$ cat config.mk
export PLATFORM = sky130hd
export DESIGN_NAME = uart_rx_fifo
export DESIGN_NICKNAME = d
export VERILOG_FILES = /design/src/rtl/uart_rx_fifo.sv
export SDC_FILE = /design/constraint.sdc
export NUM_CORES = 1
export LEC_CHECK = 0
export ABC_AREA = 0
export ABC_CLOCK_PERIOD_IN_PS = 2410
export CAP_MARGIN = 15
export CORE_UTILIZATION = 50
export DETAILED_ROUTE_END_ITERATION = 12
export HOLD_SLACK_MARGIN = 0.05
export PLACE_DENSITY_LB_ADDON = 0.2
export RECOVER_POWER = 50
export SLEW_MARGIN = 30
export SYNTH_ARGS = -nofsm -noshare
export SYNTH_HDL_FRONTEND = slang
export SYNTH_SLANG_ARGS = --single-unit
$ cat constraint.sdc
create_clock -name clk -period 2.41 [get_ports clk]
set_clock_uncertainty 0.15 [all_clocks]
set_input_delay 0.241 -clock clk [delete_from_list [all_inputs] [get_ports clk]]
set_output_delay 0.241 -clock clk [all_outputs]
set_load 0.1 [all_outputs]
$ cat src/rtl/uart_rx_fifo.sv
// 8N1 UART receiver with 16x oversampling feeding a small byte FIFO.
// Frame errors and dropped bytes are reported as single-cycle pulses.
module uart_rx_fifo #(
    parameter int CLK_FREQUENCY = 50000000,
    parameter int BAUD_RATE     = 115200,
    parameter int FIFO_DEPTH    = 4
) (
    input  logic       clk,
    input  logic       reset_n,
    input  logic       uart_rx,
    output logic [7:0] rx_data,
    output logic       rx_valid,
    input  logic       rx_ready,
    output logic       frame_error,
    output logic       overflow,
    output logic       busy
);

    localparam int DIV   = (CLK_FREQUENCY + 8 * BAUD_RATE) / (16 * BAUD_RATE);
    localparam int DIV_W = (DIV > 1) ? $clog2(DIV) : 1;
    localparam logic [DIV_W-1:0] DIV_LAST = DIV_W'(DIV - 1);
    localparam int AW    = $clog2(FIFO_DEPTH);

    typedef enum logic [1:0] {
        S_IDLE  = 2'd0,
        S_START = 2'd1,
        S_DATA  = 2'd2,
        S_STOP  = 2'd3
    } state_t;

    state_t           r_state;
    logic             r_sync1;
    logic             r_sync2;
    logic [1:0]       r_prime;
    logic [DIV_W-1:0] r_div_cnt;
    logic [3:0]       r_tick_cnt;
    logic [2:0]       r_bit_cnt;
    logic [7:0]       r_shift;
    logic             r_wait_high;
    logic             r_frame_error;
    logic             r_overflow;
    logic [7:0]       r_mem [FIFO_DEPTH];
    logic [AW:0]      r_wr_ptr;
    logic [AW:0]      r_rd_ptr;

    logic w_rxs;
    logic w_tick;
    logic w_start;
    logic w_stop_sample;
    logic w_empty;
    logic w_full;
    logic w_pop;
    logic w_push;
    logic w_drop;

    assign w_rxs         = r_sync2;
    assign w_tick        = (r_div_cnt == DIV_LAST);
    assign w_start       = (r_state == S_IDLE) && !r_wait_high && !w_rxs;
    assign w_stop_sample = (r_state == S_STOP) && w_tick && (r_tick_cnt == 4'd15);
    assign w_empty       = (r_wr_ptr == r_rd_ptr);
    assign w_full        = (r_wr_ptr[AW] != r_rd_ptr[AW]) &&
                           (r_wr_ptr[AW-1:0] == r_rd_ptr[AW-1:0]);
    assign w_pop         = !w_empty && rx_ready;
    assign w_push        = w_stop_sample && w_rxs && (!w_full || w_pop);
    assign w_drop        = w_stop_sample && w_rxs && w_full && !w_pop;

    assign rx_data     = r_mem[r_rd_ptr[AW-1:0]];
    assign rx_valid    = !w_empty;
    assign frame_error = r_frame_error;
    assign overflow    = r_overflow;
    assign busy        = (r_state != S_IDLE);

    // Two-flop synchronizer; r_prime marks when rxs reflects the real pin after reset.
    always_ff @(posedge clk) begin
        if (!reset_n) begin
            r_sync1 <= 1'b1;
            r_sync2 <= 1'b1;
            r_prime <= 2'b00;
        end else begin
            r_sync1 <= uart_rx;
            r_sync2 <= r_sync1;
            r_prime <= {r_prime[0], 1'b1};
        end
    end

    // Oversample divider; phase restarts on a detected start edge to centre samples.
    always_ff @(posedge clk) begin
        if (!reset_n) begin
            r_div_cnt <= {DIV_W{1'b0}};
        end else if (w_start || w_tick) begin
            r_div_cnt <= {DIV_W{1'b0}};
        end else begin
            r_div_cnt <= r_div_cnt + DIV_W'(1);
        end
    end

    // Receiver FSM; r_wait_high blocks a new start after reset or a low stop bit.
    always_ff @(posedge clk) begin
        if (!reset_n) begin
            r_state       <= S_IDLE;
            r_tick_cnt    <= 4'd0;
            r_bit_cnt     <= 3'd0;
            r_shift       <= 8'h00;
            r_wait_high   <= 1'b1;
            r_frame_error <= 1'b0;
            r_overflow    <= 1'b0;
        end else begin
            r_frame_error <= 1'b0;
            r_overflow    <= w_drop;
            case (r_state)
                S_IDLE: begin
                    if (r_wait_high) begin
                        if (w_rxs && r_prime[1]) begin
                            r_wait_high <= 1'b0;
                        end
                    end else if (!w_rxs) begin
                        r_state    <= S_START;
                        r_tick_cnt <= 4'd0;
                    end
                end
                S_START: begin
                    if (w_tick) begin
                        if (r_tick_cnt == 4'd7) begin
                            r_tick_cnt <= 4'd0;
                            r_bit_cnt  <= 3'd0;
                            r_state    <= w_rxs ? S_IDLE : S_DATA;
                        end else begin
                            r_tick_cnt <= r_tick_cnt + 4'd1;
                        end
                    end
                end
                S_DATA: begin
                    if (w_tick) begin
                        r_tick_cnt <= r_tick_cnt + 4'd1;
                        if (r_tick_cnt == 4'd15) begin
                            r_shift   <= {w_rxs, r_shift[7:1]};
                            r_bit_cnt <= r_bit_cnt + 3'd1;
                            if (r_bit_cnt == 3'd7) begin
                                r_state <= S_STOP;
                            end
                        end
                    end
                end
                S_STOP: begin
                    if (w_tick) begin
                        r_tick_cnt <= r_tick_cnt + 4'd1;
                        if (r_tick_cnt == 4'd15) begin
                            r_state <= S_IDLE;
                            if (!w_rxs) begin
                                r_frame_error <= 1'b1;
                                r_wait_high   <= 1'b1;
                            end
                        end
                    end
                end
                default: begin
                    r_state <= S_IDLE;
                end
            endcase
        end
    end

    // FIFO storage and pointers; push and pop may both happen in one cycle.
    always_ff @(posedge clk) begin
        if (!reset_n) begin
            r_wr_ptr <= {(AW+1){1'b0}};
            r_rd_ptr <= {(AW+1){1'b0}};
            for (int i = 0; i < FIFO_DEPTH; i++) begin
                r_mem[i] <= 8'h00;
            end
        end else begin
            if (w_push) begin
                r_mem[r_wr_ptr[AW-1:0]] <= r_shift;
                r_wr_ptr                <= r_wr_ptr + {{AW{1'b0}}, 1'b1};
            end
            if (w_pop) begin
                r_rd_ptr <= r_rd_ptr + {{AW{1'b0}}, 1'b1};
            end
        end
    end

endmodule

==> flow_summary.json <==
{
  "start_util_pct": 52.1,
  "antenna_found_initial": 0,
  "yosysMostFrequentCell": "dfxtp_1",
  "gp_congestion": 0.758,
  "crit_fanout": 8,
  "run_status": "finished, final reports clean",
  "slew_violations": 0,
  "ff2ff_setup_slack_ps": 160,
  "hold_violations": 0,
  "p_leak_nw": 1.33,
  "hold_ws_ps": 274,
  "r2r_cells": 7,
  "dp.final_hpwl_um": 4050,
  "clock_path_buffers": 2,
  "cts.sinks": 69,
  "dp_slack_ps": -32.3,
  "syn2layout_area_growth_pct": 19.7,
  "synth_cells": 264,
  "ant_nets": 0,
  "row_count": 28,
  "drc": 0,
  "num_io_pins": 16,
  "yosysWarnings": 0,
  "final_area_um2": 3690,
  "crit_path_end_kind": "flop",
  "dr.pass1.iters": 5,
  "fp.dieW_um": 80.6,
  "hold_class": "flop to flop",
  "ir_drop_uv": 362,
  "drv_cap": 0,
  "maxSlewHeadroom_pct": 22.8,
  "fin_ws_ps": 161,
  "p_per_area_nw_per_um2": 688,
  "worst_slew_pin_slew_ps": 1160,
  "overflow": 0,
  "nets": 306,
  "timing.fmax_mhz": 445,
  "min_period_over_period_pct": 93.3,
  "yosysSeqAreaShare_pct": 55.1,
  "crit_path_start_kind": "flop",
  "cts_buffers": 9,
  "place_area_um2": 3510,
  "seqCellArea_um2": 1700,
  "synth.distinct_cells": 44,
  "grt_max_degree": 30,
  "fin_crit_ps": 2250,
  "drtIter0Drc": 108,
  "async_flop_share_pct": 0,
  "synth-edff-count": 32,
  "core_area_um2": 5920,
  "ys_seq_elements": 69,
  "grt_pass1_wl_um": 9290,
  "synth_ff_type": "dfxtp_1",
  "synth_area_leaders": "edfxtp_1 31%, dfxtp_1 24%, and2_1 7.1%, mux4_2 5.8%, ha_1 2.8%",
  "multiInputGateArea_um2": 1300,
  "syn-num-nets": 275,
  "finalSetupViolations": 0,
  "cp.arrival_ps": 2150,
  "fillers": 480,
  "root_buffer": "clkbuf_8",
  "path_clk_slew_ps": 70,
  "dieArea_um2": 6490,
  "crit_type": "flop to flop",
  "h-tree-depth": 3,
  "portBuffers": 15,
  "synth_top_cells_by_count": "37 x dfxtp_1, 35 x and2_1, 32 x edfxtp_1, 19 x nand2_1, 17 x nand3_1",
  "rsz0062_at_grt": "false",
  "wl_um": 5610,
  "required_ps": 2310,
  "rr_startpoint": "r_div_cnt[0]",
  "drive_gt1_share_pct": 18.7,
  "first_global_vias": 1940,
  "via_per_inst": 5.43,
  "holdBufCountCts": 0,
  "vias": 2036,
  "synth.largest_area_cell": "edfxtp_1",
  "cts_tree": "yes",
  "syn_area_um2": 3090,
  "clock_latency_ps": 340,
  "grt.total_usage_pct": 19.8,
  "r2r-end": "r_mem[1][4]",
  "die_h_um": 80.6,
  "wl_per_cell_um": 15.0,
  "syn_area_per_cell_um2": 11.7,
  "timing.critical_path.to": "r_mem[1][4]",
  "worstSetupStartpoint": "r_div_cnt[0]",
  "yosysTopAreaCellShare_pct": 31.1,
  "diodes": 0
}
[final cells by class]
| cell class | instances | share of cell area, % |
|---|---|---|
| clock buffer | 9 | 3.35 |
| sequential | 69 | 46.1 |
| multi-input combinational | 176 | 35.2 |
| tap | 75 | 2.54 |
| timing repair buffer | 33 | 9.21 |
| inverter | 6 | 0.610 |
| clock inverter | 7 | 3.08 |
[worst min-delay path by stage]
stage | start | to | slack [ps] | cells past startpoint
floorplan | reset_n | r_prime[0] | 120 | 0
global placement | r_sync1 | r_sync2 | 250 | 1
detailed placement | r_sync1 | r_sync2 | 250 | 1
CTS | r_sync1 | r_sync2 | 270 | 1
global route | r_sync1 | r_sync2 | 290 | 1
finish | r_sync1 | r_sync2 | 270 | 1
[through the flow]
stage	power, mW	utilization (%)	instances	TNS, ps
floorplan	1.39	-	264	0
finish	2.54	62.4	375	0
global route	2.63	62.4	375	0
detailed placement	1.46	59.3	359	-257
CTS	2.57	63.3	375	0
global placement	1.45	59.3	359	0
[critical path, cell delays in order (launching register included)]
cell      delay (ps)
dfxtp_1          340
inv_1             60
ha_1             170
nand4b_2         110
or3_1            520
nor4b_4          310
nand2b_1         130
buf_4            170
[registers in the layout (all words and copies together) (netlist names), 2 cells and up, named ones only]
register,count
r_shift,8
r_wr_ptr,3
r_rd_ptr,3
r_prime,2
r_div_cnt,5
r_tick_cnt,4
r_bit_cnt,3
r_mem,32
[power breakdown]
| part | switching [mW] | total [mW] | internal (mW) |
|---|---|---|---|
| Combinational | 0.0979 | 0.156 | 0.0579 |
| Clock | 0.431 | 1.11 | 0.682 |
| Sequential | 0.0156 | 1.27 | 1.26 |
| Total | 0.544 | 2.54 | 2.00 |
[cell usage in the layout (no fill, tap or decap), types with 4 or more instances in the layout]
| cell type | n |
|---|---|
| inv_1 | 6 |
| or3_1 | 4 |
| clkbuf_8 | 9 |
| xor2_1 | 5 |
| dfxtp_1 | 37 |
| buf_12 | 9 |
| nor2_1 | 13 |
| edfxtp_1 | 32 |
| ha_1 | 7 |
| and2_0 | 7 |
| a21oi_1 | 8 |
| nand3_1 | 17 |
| nand3b_1 | 4 |
| clkbuf_1 | 6 |
| nand2b_1 | 7 |
| nand2_1 | 19 |
| buf_4 | 12 |
| o21ai_0 | 14 |
| and2_1 | 28 |
| mux4_2 | 8 |
[layer usage]
layer | part of all wire, % | GRT usage, %
met4 | 2.0 | 9.64
met1 | 46 | 24.1
met5 | 0 | 0
met2 | 49 | 32.3
met3 | 3.1 | 5.34
[cell families (layout without fill, tap and decap cells)]
| kind of cell | Yosys count | in the layout | synth area share (%) |
|---|---|---|---|
| compound gates | 34 | 34 | 7.38 |
| flops | 69 | 69 | 55.1 |
| simple gates | 116 | 116 | 22.7 |
| mux | 11 | 11 | 6.85 |
| xor+xnor | 8 | 8 | 2.76 |
| buf+inv | 19 | 55 | 2.39 |
| fa+ha+maj | 7 | 7 | 2.84 |
[timing repair]
action | 4_1_cts | 5_1_grt
endpoints found under the setup margin | 0 | 8
gates resized for setup | 0 | 1
endpoints found under the hold margin | 0 | 0
buffers inserted | 0 | 0
(Power assumes the default switching activity.)
